===== src/rtl/riscv_mem_pkg.sv =====
// Shared types and constants for the I/D memory arbiter.
// The state enum, the grant encoding and the full-word byte-enable live here.
package riscv_mem_pkg;

  typedef enum logic [1:0] {
    IDLE = 2'd0,
    BUS  = 2'd1,
    RESP = 2'd2
  } arb_state_e;

  localparam logic       GRANT_I   = 1'b0;
  localparam logic       GRANT_D   = 1'b1;
  localparam logic [3:0] BE_WORD   = 4'hF;
  localparam int         STARVE_CW = 4;

endpackage


===== src/rtl/riscv_arb_starve_ctr.sv =====
// Saturating count of consecutive D grants made while a fetch was waiting.
// Clear wins over increment; at_limit flags that the fetch port must win next.
module riscv_arb_starve_ctr
  import riscv_mem_pkg::*;
#(
  parameter int STARVE_MAX = 4
) (
  input  logic                 clk,
  input  logic                 rst,
  input  logic                 inc,
  input  logic                 clr,
  output logic [STARVE_CW-1:0] cnt,
  output logic                 at_limit
);

  localparam logic [STARVE_CW-1:0] MAX_C = STARVE_CW'(STARVE_MAX);

  logic [STARVE_CW-1:0] cnt_q;
  logic [STARVE_CW-1:0] cnt_d;

  always_comb begin
    cnt_d = cnt_q;
    if (clr) begin
      cnt_d = '0;
    end else if (inc && (cnt_q < MAX_C)) begin
      cnt_d = cnt_q + 4'd1;
    end else begin
      cnt_d = cnt_q;
    end
  end

  always_ff @(posedge clk) begin
    if (rst) begin
      cnt_q <= '0;
    end else begin
      cnt_q <= cnt_d;
    end
  end

  assign cnt      = cnt_q;
  assign at_limit = (cnt_q >= MAX_C);

endmodule


===== src/rtl/riscv_mem_arbiter.sv =====
// Shares one single-port memory between the fetch (I) and data (D) ports.
// D has priority unless the fetch port has been passed over STARVE_MAX times in a row.
module riscv_mem_arbiter
  import riscv_mem_pkg::*;
#(
  parameter int ADDR_W     = 32,
  parameter int DATA_W     = 32,
  parameter int STARVE_MAX = 4
) (
  input  logic              clk,
  input  logic              rst,
  input  logic              i_req,
  input  logic [ADDR_W-1:0] i_addr,
  output logic [DATA_W-1:0] i_rdata,
  output logic              i_ready,
  input  logic              d_req,
  input  logic              d_we,
  input  logic [3:0]        d_be,
  input  logic [ADDR_W-1:0] d_addr,
  input  logic [DATA_W-1:0] d_wdata,
  output logic [DATA_W-1:0] d_rdata,
  output logic              d_ready,
  output logic              mem_req,
  output logic              mem_we,
  output logic [3:0]        mem_be,
  output logic [ADDR_W-1:0] mem_addr,
  output logic [DATA_W-1:0] mem_wdata,
  input  logic              mem_ack,
  input  logic [DATA_W-1:0] mem_rdata,
  output logic              busy
);

  arb_state_e          state_q,   state_d;
  logic                grant_q,   grant_d;
  logic [ADDR_W-1:0]   addr_q,    addr_d;
  logic                we_q,      we_d;
  logic [3:0]          be_q,      be_d;
  logic [DATA_W-1:0]   wdata_q,   wdata_d;
  logic [DATA_W-1:0]   i_rdata_q, i_rdata_d;
  logic [DATA_W-1:0]   d_rdata_q, d_rdata_d;

  logic                 starve_inc_s;
  logic                 starve_clr_s;
  logic                 starve_limit_s;
  logic [STARVE_CW-1:0] starve_cnt_s;
  logic                 pick_d_s;

  riscv_arb_starve_ctr #(
    .STARVE_MAX(STARVE_MAX)
  ) u_starve (
    .clk     (clk),
    .rst     (rst),
    .inc     (starve_inc_s),
    .clr     (starve_clr_s),
    .cnt     (starve_cnt_s),
    .at_limit(starve_limit_s)
  );

  // D wins unless a fetch is waiting and has already been passed over STARVE_MAX times.
  assign pick_d_s = d_req && (!i_req || (starve_cnt_s < STARVE_CW'(STARVE_MAX)));

  always_comb begin
    state_d      = state_q;
    grant_d      = grant_q;
    addr_d       = addr_q;
    we_d         = we_q;
    be_d         = be_q;
    wdata_d      = wdata_q;
    i_rdata_d    = i_rdata_q;
    d_rdata_d    = d_rdata_q;
    starve_inc_s = 1'b0;
    starve_clr_s = 1'b0;
    case (state_q)
      IDLE: begin
        if (i_req || d_req) begin
          state_d = BUS;
          if (pick_d_s) begin
            grant_d      = GRANT_D;
            addr_d       = d_addr;
            we_d         = d_we;
            be_d         = d_be;
            wdata_d      = d_wdata;
            starve_inc_s = i_req && !starve_limit_s;
          end else begin
            grant_d      = GRANT_I;
            addr_d       = i_addr;
            we_d         = 1'b0;
            be_d         = BE_WORD;
            wdata_d      = '0;
            starve_clr_s = 1'b1;
          end
        end else begin
          state_d = IDLE;
        end
      end
      BUS: begin
        if (mem_ack) begin
          state_d = RESP;
          // Stores report zero read data rather than whatever the memory returns.
          if (grant_q == GRANT_D) begin
            d_rdata_d = we_q ? '0 : mem_rdata;
          end else begin
            i_rdata_d = mem_rdata;
          end
        end else begin
          state_d = BUS;
        end
      end
      RESP: begin
        state_d = IDLE;
      end
      default: begin
        state_d = IDLE;
      end
    endcase
  end

  always_ff @(posedge clk) begin
    if (rst) begin
      state_q   <= IDLE;
      grant_q   <= GRANT_I;
      addr_q    <= '0;
      we_q      <= 1'b0;
      be_q      <= 4'h0;
      wdata_q   <= '0;
      i_rdata_q <= '0;
      d_rdata_q <= '0;
    end else begin
      state_q   <= state_d;
      grant_q   <= grant_d;
      addr_q    <= addr_d;
      we_q      <= we_d;
      be_q      <= be_d;
      wdata_q   <= wdata_d;
      i_rdata_q <= i_rdata_d;
      d_rdata_q <= d_rdata_d;
    end
  end

  assign mem_req   = (state_q == BUS);
  assign mem_we    = we_q;
  assign mem_be    = be_q;
  assign mem_addr  = addr_q;
  assign mem_wdata = wdata_q;
  assign i_rdata   = i_rdata_q;
  assign d_rdata   = d_rdata_q;
  assign i_ready   = (state_q == RESP) && (grant_q == GRANT_I);
  assign d_ready   = (state_q == RESP) && (grant_q == GRANT_D);
  assign busy      = (state_q != IDLE);

endmodule


===== config.mk =====
export PLATFORM = sky130hd
export DESIGN_NAME = riscv_mem_arbiter
export DESIGN_NICKNAME = d
export VERILOG_FILES = /design/src/rtl/riscv_mem_pkg.sv /design/src/rtl/riscv_arb_starve_ctr.sv /design/src/rtl/riscv_mem_arbiter.sv
export SDC_FILE = /design/constraint.sdc
export NUM_CORES = 1
export LEC_CHECK = 0
export ABC_CLOCK_PERIOD_IN_PS = 3300
export CAP_MARGIN = 0
export CORE_MARGIN = 2
export CORE_UTILIZATION = 40
export DETAILED_ROUTE_END_ITERATION = 10
export GPL_ROUTABILITY_DRIVEN = 1
export PLACE_DENSITY = 0.81
export SLEW_MARGIN = 20
export SYNTH_ARGS = -nofsm -noshare
export SYNTH_HDL_FRONTEND = slang
export SYNTH_HIERARCHICAL = 1
export SYNTH_SLANG_ARGS = --single-unit

===== constraint.sdc =====
create_clock -name clk -period 3.3 [get_ports clk]
set_clock_uncertainty 0.1 [all_clocks]
set_input_delay 0.66 -clock clk [delete_from_list [all_inputs] [get_ports clk]]
set_output_delay 0.66 -clock clk [all_outputs]
set_load 0.02 [all_outputs]

Yosys cells after proc, flatten, opt, wreduce, memory -nomap -nowiden
Index checks and enable logic that the tools add are counted.

Latch bits: 0. Flip-flop bits (word level): 140. Input bits: 138. Memories kept: 0. Word-level logic and storage cells: 45. Memory bits (writable): 0. Bits in read-only memories: 0.

Reduce and logical (&&, ||, !) cells: 15. Mux-type cells: 15. Div/mod/pow operators: 0. $mul: 0. Shift-type cells: 0. Bitwise logic cells: 1. Eq/ne operators: 2. Add/subtract/negate cells: 1. $lt $le $gt $ge: 2.

Operators with widths (count): 32-bit 2-to-1 mux (3); 1-bit 2-to-1 mux (9); 3-bit AND reduction (2); 1-bit logical AND (5); 4-bit by 1-bit adder with 4-bit output, second input constant (1); 4-bit by 3-bit greater-or-equal comparator with 1-bit output, second input constant (1); 4-bit by 3-bit less-than comparator with 1-bit output, second input constant (1); 4-bit 2-to-1 mux (1); 2-bit one-hot mux with 2 select lines (1); 2-bit by 1-bit equality test with 1-bit output, second input constant (1); 2-bit equality test, second input constant (1); 1-bit zero test (2); 2-bit zero test (1); 1-bit logical OR (2); 2-bit 2-to-1 mux (1); 2-bit AND reduction (1); 2-bit nonzero test (1); 2-bit OR reduction (1); 1-bit NOT (1).

Longest topological paths before layout
Gate-level depths: netlist of the first run.

Depth after elaboration: 7. Gate-level depth with buffers: 7. Depth with buffers taken out: 5.

Modules after synthesis
Netlist of the first run, hierarchy kept.

Modules (own cells, without submodules): riscv_mem_arbiter (area each 5395.2 µm², times used 1, cells an instance 653, seq. area each 2722.6 µm²); riscv_arb_starve_ctr (area each 187.7 µm², times used 1, cells an instance 17, seq. area each 80.1 µm²).

Worst setup path before layout of the first run
OpenSTA, ideal clock, no wires.

Path type: input-to-reg. Start point: in d_req. End point: reg u_starve.cnt_q[0], in the netlist u_starve/cnt[0]. Data required time: 3.079 ns. Path buffers: 1. Path slack: 1.180 ns. Arrival: 1.899 ns. Stages on the path: 6. Cells stage by stage: nor3b_2 -> buf_4 -> nand2_1 -> nor3b_1 -> nor3b_2 -> mux2_2.

Word-level cells in the longest chain between the ends: 5.

RTL lines: start: declaration (RTL line riscv_mem_arbiter.sv:16) `input logic d_req,`; 1-bit logical AND (RTL line riscv_mem_arbiter.sv:60) `assign pick_d_s = d_req && (!i_req || (starve_cnt_s < STARVE_CW'(STARVE_MAX)));`; 1-bit 2-to-1 mux (RTL line riscv_mem_arbiter.sv:77) `if (pick_d_s) begin`; 1-bit 2-to-1 mux (*) (RTL line riscv_mem_arbiter.sv:75) `if (i_req || d_req) begin`; 1-bit 2-to-1 mux (*) (RTL line riscv_mem_arbiter.sv:73) `case (state_q)`; via starve_inc_s (RTL line riscv_mem_arbiter.sv:42) `logic starve_inc_s;`; 1-bit logical AND (*) (RTL line riscv_arb_starve_ctr.sv:25) `end else if (inc && (cnt_q < MAX_C)) begin`; end signal: assignment (RTL line riscv_arb_starve_ctr.sv:36) `cnt_q <= cnt_d;`; end: declaration (RTL line riscv_arb_starve_ctr.sv:18) `logic [STARVE_CW-1:0] cnt_q;`.

Mark *: on every way through the listed nets, which the timed path passes. The rest lies on a longest branch. A chain may end at the register's enable or synchronous reset.

Final worst setup path of the first run
Start point: reg state_q[0]. End point: out mem_req.

Word-level cells in the longest chain between the ends: 1.

RTL lines: start: declaration (RTL line riscv_mem_arbiter.sv:33) `arb_state_e state_q, state_d;`; start signal: assignment (RTL line riscv_mem_arbiter.sv:129) `state_q <= state_d;`; 2-bit by 1-bit equality test with 1-bit output (RTL line riscv_mem_arbiter.sv:140) `assign mem_req = (state_q == BUS);`; end: declaration (RTL line riscv_mem_arbiter.sv:23) `output logic mem_req,`.

No other way between the ends.

==> summary.md, run 1 <==
| Metric | Value |
|---|---|
| Part of the total power dissipated in combinational logic | `17.5%` |
| Hold Path Class | `reg2reg` |
| Reg-to-reg critical path startpoint | `state_q[1]` |
| Mapped Nets | `809` |
| NetSw | `1.169 mW` |
| # diodes | `0` |
| Die Footprint | `0.01492 mm2` |
| Layout cell share with drive strength beyond 1 | `6.638%` |
| Placement-stage cell area | `0.008330 mm2` |
| Number of input and output port buffers inserted | `274` |
| Setup Total Neg Slack | `0 ns` |
| Source-to-sink clock delay at the later pin of the worst-skew pair | `0.41 ns` |
| Register-to-register setup slack | `1.34 ns` |
| Hold buffer count at CTS | `0` |
| Largest stage delay on the critical path | `0.72 ns` |
| Number of antenna violations at the first check in global routing | `0` |
| Wire length of the first global-routing pass | `27.97 mm` |
| Number of different library cells in the post-synthesis netlist | `34` |
| Slew Viols, Final | `0` |
| Rows | `43` |
| Width of the chip | `122.1 um` |
| Hold_sp | `d_rdata[10]` |
| # setup viols final | `0` |
| Number of buffers created by CTS | `17` |
| Final hold violation count | `0` |
| Area of the placeable core | `0.01377 mm2` |
| Vias in the first global route | `5,516` |
| Startpoint Class | `flop` |
| Max transition margin | `49.50%` |
| Wire length per cell | `16.40 um` |
| Die Span Y | `122.1 um` |
| Post-route DRC violation count | `0` |
| Finished layout cell area | `0.008906 mm2` |
| Number of DRC markers in iteration 0 | `412` |
| Via count | `5,839` |
| Fraction of post-synthesis cell area in the top cell type by area | `50.20%` |
| Post-synthesis to final-layout area growth | `59.52%` |
| Data required, critical path | `2.54 ns` |
| Number of buffers on the longest clock path | `2` |
| Worst ir drop on vdd | `0.0003169 V` |
| Nets | `1,045` |
| Netlist Area Pre-Place | `0.005583 mm2` |
| Synth warn | `6` |
| Slowest cell on the critical path | `clkdlybuf4s50_1` |
| Effective utilization at floorplan | `40.53%` |
| Global placement routability congestion | `0.8180` |
| Total Power | `4.447 mW` |
| Count of mapped cells out of synthesis | `670` |
| Root buffer cell | `clkbuf_16` |
| Post-cts repair resize count | `0` |
| #FFs+latches synth | `140` |
| Crit path kind | `reg2out` |
| Total routing usage reported by global routing | `23.63%` |
| Status | `finished, final reports clean` |
| Start point of the critical path | `state_q[0]` |
| Clock group share of total power | `41.4%` |
| Number of I/O pins | `275` |
| Setup repair after global routing missed its margin | `no` |
| Final wirelength | `18.02 mm` |
| Cell types with the largest area share after synthesis | `dfxtp_1 (50%), a21oi_1 (8.8%), nand3_1 (8.7%)` |
| Global-route congestion overflow total | `0` |
| Gate family responsible for the most delay along the worst path | `buffers and inverters` |
| Critical Path, Cell by Cell | `nor2b_1 -> clkdlybuf4s50_1` |
| Setup crit end kind | `output port` |
| Average cell area after synthesis | `8.333 um2` |
| TritonCTS clock tree | `yes` |
| Number of fillers in the final layout | `1,175` |
| Final critical-path share of the clock period | `82.50%` |
| Proportion of power drawn by flip-flops and latches | `41.2%` |
| Maximum capacitance violations | `0` |
| Clock transition time at the flip-flop clock pins of the worst setup and hold paths | `0.06 ns` |
| Maximum fanout along the worst path | `10` |
| Number of clock sinks | `140` |
| Number of routed nets with antenna violations | `0` |
| Pwr per Cell Area | `499.3 mW/mm2` |
| Switching Share | `26.28%` |
| Number of vias per cell after detailed routing | `5.313` |
| Sequential-to-total area share from yosys stat | `50.20%` |
| Synth area leader | `dfxtp_1` |
| Worst-Margin Slew | `0.7575 ns` |
| Total leakage power | `3.024 nW` |
| Pin count of the biggest net entering global routing | `68` |
| Internal power | `3.278 mW` |
| Pre-antenna DRT Iters | `7` |
| Final critical delay including setup and external delays | `2.722 ns` |
| Worst Path Arrival | `1.96 ns` |
| CTS H-tree depth | `4` |
| Setup bufs post-CTS | `0` |
| Buffers & Inverters on Critical Path | `1` |
| Post-DP HPWL | `11.75 mm` |
| FMAX | `367.3 MHz` |
==> cells in the final DEF (no fill, tap or decap), drive strengths merged <==
| master | count |
|---|---|
| o21a | 1 |
| nand4b | 1 |
| a21oi | 98 |
| and2 | 1 |
| bufinv | 2 |
| clkinvlp | 6 |
| nand3 | 97 |
| o221a | 4 |
| clkinv | 5 |
| ha | 1 |
| a211oi | 1 |
| dfxtp | 140 |
| clkdlybuf4s50 | 273 |
| nand2 | 97 |
| o21ai | 67 |
| inv | 3 |
| or2 | 2 |
| nor2b | 2 |
| nand4bb | 1 |
| nor3b | 9 |
| a31oi | 32 |
| and4b | 1 |
| nor2 | 2 |
| nand3b | 33 |
| buf | 15 |
| clkbuf | 18 |
| mux2 | 2 |
| and3b | 1 |
| and4bb | 1 |
| nor3 | 1 |
| and3 | 1 |
| or3b | 1 |
==> state kept, by name, indices dropped and copies added (netlist names) <==
name / cells
mem_be: 4
mem_we: 1
state_q: 2
mem_wdata: 32
mem_addr: 32
u_starve/cnt: 4
d_rdata: 32
i_rdata: 32
grant_q: 1
==> worst register-to-register path: stages (launching register included) <==
cell	delay (ns)
dfxtp_1	0.42
nor3b_4	0.24
nand2_1	0.17
nor3b_1	0.27
nor3b_2	0.29
mux2_2	0.36
==> through the flow <==
stage,worst slack (ns),instances,utilization [%],hold slack [ns]
finish,0.5775,1099,64.66,0.3481
CTS,0.5650,1099,64.66,0.3500
global placement,0.6504,1067,60.48,0.3377
global route,0.4233,1099,64.66,0.3690
detailed placement,0.5776,1067,60.48,0.3423
floorplan,1.180,670,-,0.3677
==> routing by layer <==
layer,routed length [um],track usage [%]
met3,1628,8.333
met5,0,0
met1,7360,29.46
met2,8620,37.43
met4,414,9.195
==> cell usage after synthesis (all sizes together) <==
| library cell | instances |
|---|---|
| inv | 2 |
| nor2b | 2 |
| ha | 1 |
| or3b | 1 |
| nor2 | 2 |
| mux2 | 2 |
| nor3 | 1 |
| and4b | 1 |
| nand4b | 1 |
| a211oi | 1 |
| a31oi | 32 |
| o21a | 1 |
| and3 | 1 |
| buf | 34 |
| nor3b | 9 |
| o21ai | 67 |
| clkbuf | 37 |
| nand2 | 97 |
| nand3 | 97 |
| dfxtp | 140 |
| and3b | 1 |
| o221a | 4 |
| and2 | 1 |
| nand3b | 33 |
| and4bb | 1 |
| nand4bb | 1 |
| or2 | 2 |
| a21oi | 98 |
==> cells by family after synthesis <==
family | count (synthesis) | share of synthesized area [%]
DFF | 140 | 50.20
AOI/OAI and AO/OA | 203 | 19.45
muxes | 2 | 0.4034
buffers and inverters | 73 | 6.432
adders and majority gates | 1 | 0.2241
and+or+nand+nor | 251 | 23.29
==> power by group through the flow <==
stage	registers [mW]	clock network [mW]	logic, mW
4_1_cts	1.83	1.87	0.778
5_1_grt	1.84	1.95	0.831
3_5_place_dp	1.87	0	0.773
6_report	1.83	1.84	0.777
2_1_floorplan	1.96	0	0.274
3_3_place_gp	1.86	0	0.768
==> area by class of cell <==
cell class	count	area (um2)	area share [%]
tap	180	225.2	2.529
sequential	140	2803	31.47
timing repair buffer	288	2845	31.95
clock inverter	14	146.4	1.644
clock buffer	18	429.2	4.819
inverter	2	7.507	0.08429
multi-input combinational	457	2450	27.51
==> path summary, 6_finish.rpt <==
check,to,cells after the start
worst min-delay path,d_rdata[10],2
worst max-delay path,mem_req,2
worst min register to register,d_rdata[10],2
worst max register to register,u_starve/cnt[1],5
No activity file was read; power rests on OpenSTA's default activity.
==> run 2, diff against run 1 <==
--- a/config.mk
+++ b/config.mk
@@ -5,7 +5,7 @@
 export SDC_FILE = /design/constraint.sdc
 export NUM_CORES = 1
 export LEC_CHECK = 0
-export ABC_CLOCK_PERIOD_IN_PS = 3300
+export ABC_CLOCK_PERIOD_IN_PS = 2850
 export CAP_MARGIN = 0
 export CORE_MARGIN = 2
 export CORE_UTILIZATION = 40
==> constraint.sdc (replaced) <==
create_clock -name clk -period 2.85 [get_ports clk]
set_clock_uncertainty 0.1 [all_clocks]
set_input_delay 0.57 -clock clk [delete_from_list [all_inputs] [get_ports clk]]
set_output_delay 0.57 -clock clk [all_outputs]
set_load 0.02 [all_outputs]
==> run 2 against run 1 <==
Effect of this change: first-iteration DRC count decreased by 4.9%; non-clock buffer count decreased by 1; highest routed layer unchanged; critical path depth unchanged; core utilization is 0.33 points higher; clock power up 22%; sequential share of layout area is 0.16 points lower; clock-buffer cell count grew 3; worst setup slack got worse by 0.32 ns; design area increased by 0.51%; worst hold slack got worse by 0.026 ns; via count is 0.84% lower; routed wire length is 0.34% lower.
==> summary.md, run 2 (synthesis gave the netlist of run 1 again) <==
| Metric | Value |
|---|---|
| Pin count of the biggest net entering global routing | `129 (+90%)` |
| Reg-to-reg critical path startpoint | `state_q[0]` |
| Maximum capacitance violations | `0 (unchanged)` |
| Final critical delay including setup and external delays | `2.591 ns` |
| Max transition margin | `52.40% (+2.9 points)` |
| Start point of the critical path | `state_q[0]` |
| Most common cell after layout, fill and taps aside | `clkdlybuf4s50_1` |
| Final hold violation count | `0 (unchanged)` |
| Maximum fanout along the worst path | `10 (unchanged)` |
| Hold buffer count at CTS | `0 (unchanged)` |
| Place WS | `0.3518 ns (-0.2259 ns)` |
| Status | `finished, final reports clean` |
| Startpoint Class | `flop` |
| Number of routed nets with antenna violations | `0 (unchanged)` |
| Number of clock sinks | `140 (unchanged)` |
| Worst path setup slack after routing | `0.2589 ns (-0.3186 ns)` |
| Worst-Margin Slew | `0.7141 ns (-0.04344 ns)` |
| Vias in the first global route | `5,388 (-2.3%)` |
| Layout cell share with drive strength beyond 1 | `6.427% (-0.21 points)` |
| Rows | `43 (unchanged)` |
| Total routing usage reported by global routing | `23.42% (-0.21 points)` |
| Root buffer cell | `clkbuf_16` |
| Data required, critical path | `2.18 ns (-0.36 ns)` |
| Wire length of the first global-routing pass | `27.72 mm (-0.89%)` |
| Final critical-path share of the clock period | `90.91%` |
| Register-to-register setup slack | `0.88 ns (-0.46 ns)` |
| Effective utilization at floorplan | `40.53% (unchanged)` |
| Nets | `1,044 (-0.096%)` |
| Global-route congestion overflow total | `0 (unchanged)` |
| Die Span Y | `122.1 um (unchanged)` |
| Setup bufs post-CTS | `0 (unchanged)` |
| Number of I/O pins | `275 (unchanged)` |
| Width of the chip | `122.1 um (unchanged)` |
| TritonCTS clock tree | `yes` |
| Number of buffers on the longest clock path | `2 (unchanged)` |
| Setup Total Neg Slack | `0 ns (unchanged)` |
| Post-DP HPWL | `11.61 mm (-1.2%)` |
| Setup repair after global routing missed its margin | `no` |
| Pwr per Cell Area | `587.8 mW/mm2 (+18%)` |
| Post-Layout Cell Count | `1,098 (-0.091%)` |
| Global placement routability congestion | `0.7994 (-2.3%)` |
| Hold_sp | `rst` |
| Post-cts repair resize count | `0 (unchanged)` |
| Final wirelength | `17.96 mm (-0.34%)` |
| Slew Viols, Final | `0 (unchanged)` |
| Setup crit end kind | `output port` |
| Number of buffers created by CTS | `17 (unchanged)` |
| Worst ir drop on vdd | `0.0003735 V (+18%)` |
| Hold Path Class | `in2reg` |
| # setup viols final | `0 (unchanged)` |
| Instance count after placement with tap cells included | `1,066 (-0.094%)` |
| Number of antenna violations at the first check in global routing | `0 (unchanged)` |
| Number of vias per cell after detailed routing | `5.273 (-0.75%)` |
| Number of input and output port buffers inserted | `274 (unchanged)` |
| Crit path kind | `reg2out` |
| Total leakage power | `3.056 nW (+1.1%)` |
| Worst Path Arrival | `1.92 ns (-0.04 ns)` |
| Via count | `5,790 (-0.84%)` |
| # diodes | `0 (unchanged)` |
| Pre-antenna DRT Iters | `5 (-2)` |
| Post-synthesis to final-layout area growth | `60.33%` |
| Number of DRC markers in iteration 0 | `392 (-4.9%)` |
| Total Power | `5.261 mW (+18%)` |
| CTS H-tree depth | `4 (unchanged)` |
| Source-to-sink clock delay at the later pin of the worst-skew pair | `0.41 ns (about the same)` |
| Most frequent cells in the layout | `clkdlybuf4s50_1 (273), dfxtp_1 (140), a21oi_1 (98)` |
| Clock transition time at the flip-flop clock pins of the worst setup and hold paths | `0.06 ns (about the same)` |
| Post-route DRC violation count | `0 (unchanged)` |
| Die Footprint | `0.01492 mm2 (unchanged)` |
| Area of the placeable core | `0.01377 mm2 (unchanged)` |
| Wire length per cell | `16.36 um (-0.25%)` |
| FMAX | `385.9 MHz` |
## run 2: cell type report
| class | instances | area [um2] |
|---|---|---|
| clock buffers | 21 | 460.4 |
| clock inverters | 11 | 142.6 |
| fillers | 1197 | 4822 |
| inverters | 2 | 7.507 |
| multi-input cells | 457 | 2450 |
| flip-flops and latches | 140 | 2803 |
| well taps | 180 | 225.2 |
| repair buffers | 287 | 2863 |
## run 2: critical path, stage by stage (launching register included)
cell             delay [ns]
dfxtp_1                0.58
nor2b_1                0.24
clkdlybuf4s50_1        0.69
## run 2: path summary, 6_finish.rpt
check                       to  cells past startpoint
setup / recovery       mem_req                      2
hold / removal    mem_addr[26]                      2
setup reg to reg     mem_be[2]                      4
hold reg to reg    d_rdata[27]                      2
## run 2: stage by stage
stage / utilization (%) / area (um2) / hold WS, ns
2_1_floorplan: - / 5583 / 0.3677
3_3_place_gp: 60.61 / 8348 / 0.3371
3_5_place_dp: 60.61 / 8348 / 0.3422
4_1_cts: 64.99 / 8951 / 0.3020
5_1_grt: 64.99 / 8951 / 0.3126
6_report: 64.99 / 8951 / 0.3224
## run 2: power breakdown
group | internal [mW] | switching, mW
combinational | 0.452 | 0.448
clock | 1.42 | 0.823
sequential | 2.06 | 0.0573
## run 2: per-layer routing
layer / wire length [um] / track usage [%] / share of wire, %
met3: 1430 / 7.116 / 8.0
met4: 427 / 9.842 / 2.4
met2: 8783 / 38.27 / 49
met1: 7321 / 28.65 / 41
met5: 0 / 0 / 0
==> RTL change 1 (flow settings as in run 2) <==
`addr_q` no longer has a reset.
--- a/src/rtl/riscv_mem_arbiter.sv
+++ b/src/rtl/riscv_mem_arbiter.sv
@@ -119,7 +119,6 @@
     if (rst) begin
       state_q   <= IDLE;
       grant_q   <= GRANT_I;
-      addr_q    <= '0;
       we_q      <= 1'b0;
       be_q      <= 4'h0;
       wdata_q   <= '0;
@@ -128,13 +127,16 @@
     end else begin
       state_q   <= state_d;
       grant_q   <= grant_d;
-      addr_q    <= addr_d;
       we_q      <= we_d;
       be_q      <= be_d;
       wdata_q   <= wdata_d;
       i_rdata_q <= i_rdata_d;
       d_rdata_q <= d_rdata_d;
     end
+  end
+
+  always_ff @(posedge clk) begin
+    addr_q <= addr_d;
   end
 
   assign mem_req   = (state_q == BUS);
Function: changed (a bounded check fails within 4 cycles, from zero or initial values and one cycle with rst high).
==> RTL change 1 against run 2 <==
  * Final area is 0.29% lower
  * Synthesized cell count is 18% lower
  * Sequential cell count stayed put
  * Worst hold slack improved by 0.029 ns
  * Routed wire length down 4.6%
  * Area after synthesis down 0.87%
  * Critical path depth is 1 higher
  * Via count decreased by 10%
  * Clock power down 6%
  * Global-route usage is 0.90 points lower
  * Power decreased by 1.3%
  * Worst setup slack gained 0.072 ns
==> RTL change 1: results (changes against run 2) <==
| Metric | Value |
|---|---|
| Synth Warn # | 6 (unchanged) |
| Met1 Usage GRT | 0.248 (was 0.287) |
| Distinct cells, synth | 37 (was 34) |
| Worst-path maximum fanout | 14 (was 10) |
| Seq pwr | 2210 uW (was 2120 uW) |
| WL met2 | 8740 um (was 8780 um) |
| Status | completed (unchanged) |
| Leakage power | 0.00310 uW (was 0.00306 uW) |
| Ranking of synthesized cells by area | dfxtp_1 (39%), edfxtp_1 (17%), a21oi_1 (8.9%), nand2_1 (6.5%), mux2_1 (5.9%) (was dfxtp_1 (50%), a21oi_1 (8.8%), nand3_1 (8.7%), nand2_1 (6.5%), nand3b_1 (4.4%)) |
| Most frequent cells after synthesis | dfxtp_1 (108), a21oi_1 (98), nand2_1 (96), nand3b_1 (33), nand4_1 (33) (was dfxtp_1 (140), a21oi_1 (98), nand2_1 (97), nand3_1 (97), o21ai_0 (47)) |
| Slew margin rel. | 0.634 (was 0.524) |
| Met1 WL | 6550 um (was 7320 um) |
| Placed cell areas | 8360 sq um (was 8350 sq um) |
| Metal3 WL | 1410 um (was 1430 um) |
| Cell count after synthesis | 550 (was 670) |
| Global-route wire length before repair | 26,000 um (was 27,700 um) |
| Setup Fix Bufs, Post-CTS | 0 (unchanged) |
| Routed wire length | 17,100 um (was 18,000 um) |
| CTS max path bufs | 2 (unchanged) |
| Vias/cell | 5.21 (was 5.27) |
| Uppermost routed layer | met4 (unchanged) |
| Layout cells sized above 1 | 0.0765 (was 0.0643) |
| Routability Congestion | 0.800 (was 0.799) |
| Met2 usage | 0.400 (was 0.383) |
| Number of synthesized flops with an enable pin | 32 (was 0) |
| Drt wl/cell | 17.1 um (was 16.4 um) |
| # nets final | 949 (was 1,044) |
| 1st-iter DRT viols | 259 (was 392) |
| Met3 GRT Util | 0.0702 (was 0.0712) |
| Vias in the first global route | 5,030 (was 5,388) |
| GR Util All Layers | 0.225 (was 0.234) |
| Pre-CTS WS | 0.417 ns (was 0.352 ns) |
| VDD IR-drop max | 0.405 mV (was 0.373 mV) |
| Largest net degree at the start of global routing | 54 (was 129) |
| HPWL after DPL | 12,200 um (was 11,600 um) |
| Clock group | 2100 uW (was 2240 uW) |
| Sw Pwr | 1330 uW (about the same) |
| Sequential element share of the synthesized area | 0.564 (was 0.502) |
| Total power | 5190 uW (was 5260 uW) |
[RTL change 1: cell types whose count changed in the layout (fill, tap and decap cells not counted), moves of 12 or more]
cell             run 2  this run
a31oi_1             32         0
dfxtp_1            140       108
edfxtp_1             0        32
mux2_1               0        29
nand3_1             97         1
nand4_1              0        33
o21ai_0             47        27
o21ai_1             19         7
[RTL change 1: critical path: stages (launching register included)]
cell and delay (ns):
dfxtp_1 0.47, nor2_4 0.08, inv_2 0.21, clkdlybuf4s50_1 0.67
[RTL change 1: kinds of logic (layout without fill, tap and decap cells)]
group,count (synthesis),after routing,share of synthesized area
adder cells (fa/ha/maj),1,1,0.00226
multiplexers,34,34,0.0692
flip-flops,140,140,0.564
buffers and inverters,51,324,0.0504
AO/OA/AOI/OAI,139,139,0.133
AND/OR/NAND/NOR,185,185,0.181
[RTL change 1: path summary, 6_finish.rpt]
| kind | from | to | slack, ns | cells after the start |
|---|---|---|---|---|
| max | state_q[1]$_SDFF_PP0_ | busy | 0.33 | 3 |
| min | d_rdata[28]$_SDFFE_PP0P_ | d_rdata[28]$_SDFFE_PP0P_ | 0.35 | 2 |
| max reg2reg | state_q[1]$_SDFF_PP0_ | u_starve/cnt[0]$_SDFFE_PP0P_ | 0.69 | 6 |
| min reg2reg | d_rdata[28]$_SDFFE_PP0P_ | d_rdata[28]$_SDFFE_PP0P_ | 0.35 | 2 |
[RTL change 1: cell type report]
cell class / instances / area, sq um
Multi-Input combinational cell: 359 / 2140
Inverter: 3 / 11.3
Timing Repair Buffer: 289 / 2870
Tap cell: 176 / 220
Clock inverter: 12 / 110
Fill cell: 1031 / 4480
Sequential cell: 140 / 3120
Clock buffer: 20 / 458
==> RTL change 2 (config.mk and constraints of run 2) <==
Made on the original files. The parameter `ADDR_W` goes from 32 to 48.
--- a/src/rtl/riscv_mem_arbiter.sv
+++ b/src/rtl/riscv_mem_arbiter.sv
@@ -3,7 +3,7 @@
 module riscv_mem_arbiter
   import riscv_mem_pkg::*;
 #(
-  parameter int ADDR_W     = 32,
+  parameter int ADDR_W     = 48,
   parameter int DATA_W     = 32,
   parameter int STARVE_MAX = 4
 ) (
Interface: changed (resized d_addr, i_addr and mem_addr); port bits go from 275 to 323. The function was not compared with the original's and may differ.
==> RTL change 2 against run 2 <==
  * Power rose by 10%
  * Sequential share of layout area fell by 0.85 points
  * Register-to-register slack got worse by 0.11 ns
  * Synthesized cell count rose by 13%
  * Sequential cell count rose by 16
  * Final area rose by 15%
  * Routed wire length rose by 19%
  * Sequential power rose by 12%
  * Die area rose by 13%
  * Global-route usage rose by 0.55 points
  * Critical endpoint is now i_ready
  * Worst setup slack got worse by 0.027 ns
  * Area after synthesis rose by 14%
  * Count of clock-buffer cells in the layout fell by 3
  * Clock power rose by 4%
  * Largest power group is now sequential cells
==> RTL change 2: results (changes against run 2) <==
| Metric | Value |
|---|---|
| Layout fillers | 1,314 (was 1,197) |
| GR Util All Layers | 0.240 (was 0.234) |
| Slowest stage delay, CP | 0.67 ns (was 0.69 ns) |
| Signal buffers share of area | 0.333 (was 0.320) |
| ClkCell Share | 0.0587 (was 0.0674) |
| Clock Buffer Count | 18 (was 21) |
| Distinct cells, synth | 36 (was 34) |
| Worst hold start | d_rdata[17]$_SDFFE_PP0P_ (was rst) |
| Global-route wire length before repair | 32,100 um (was 27,700 um) |
| Power Density | 565 nW/um^2 (was 588 nW/um^2) |
| Vias/cell | 5.34 (was 5.27) |
| Vias in the first global route | 6,277 (was 5,388) |
| Synthesis-stage register bit count | 156 (was 140) |
| WL met2 | 10,300 um (was 8780 um) |
| Sequential element share of the synthesized area | 0.491 (was 0.502) |
| Multiplexer area fraction after synthesis | 0.00354 (was 0.00403) |
| Critical Path Sink | i_ready (was mem_req) |
| Drt wl/cell | 17.0 um (was 16.4 um) |
| Comb_multi_in | 521 (was 457) |
| Placed cell count | 1,233 (was 1,066) |
| Met1 WL | 8330 um (was 7320 um) |
| Full die area | 16,900 sq um (was 14,900 sq um) |
| R2r startpoint | state_q[1]$_SDFF_PP0_ (was state_q[0]$_SDFF_PP0_) |
| Layout cells sized above 1 | 0.0688 (was 0.0643) |
| Clock group | 2330 uW (was 2240 uW) |
| Compound-gate portion of the synthesized area | 0.200 (was 0.195) |
| Seq pwr | 2370 uW (was 2120 uW) |
| Adder-cell share of the synthesized area | 0.00197 (was 0.00224) |
| Met3 GRT Util | 0.0894 (was 0.0712) |
| Reg2Reg Setup Slack | 0.77 ns (was 0.88 ns) |
| Sw Pwr | 1540 uW (was 1330 uW) |
| Fraction of area in multi-input gates | 0.277 (was 0.274) |
| PortBufs | 322 (was 274) |
| Routability Congestion | 0.771 (was 0.799) |
| VDD IR-drop max | 0.405 mV (was 0.373 mV) |
| Metal3 WL | 2230 um (was 1430 um) |
| RR Endpoint | mem_addr[28]$_SDFFE_PP0P_ (was mem_be[2]$_SDFFE_PP0P_) |
| Status | completed (unchanged) |
| Hold slack | 0.349 ns (was 0.322 ns) |
| Largest net degree at the start of global routing | 84 (was 129) |
RTL change 2: cell count changes in the layout (fill, tap and decap cells not counted), moves of 2 or more:
cell / before / now
clkdlybuf4s50_1: 273 / 321
nand3_1: 97 / 120
o21ai_0: 47 / 69
a31oi_1: 32 / 48
dfxtp_1: 140 / 156
nand3_2: 0 / 9
o21ai_1: 19 / 13
buf_12: 2 / 6
clkbuf_1: 2 / 0
clkinv_2: 4 / 2
inv_6: 0 / 2
RTL change 2: worst register-to-register path, stage by stage, from the launching register on:
cell and delay (ns):
dfxtp_1 0.60, or2_2 0.21, buf_4 0.61, o21ai_0 0.28, a31oi_1 0.21
RTL change 2: cells by family (layout without fill, tap and decap cells):
family	Yosys count	in the layout
buffers and inverters	83	370
muxes	2	2
and+or+nand+nor	283	283
adders and majority gates	1	1
AOI/OAI and AO/OA	235	235
DFF	156	156
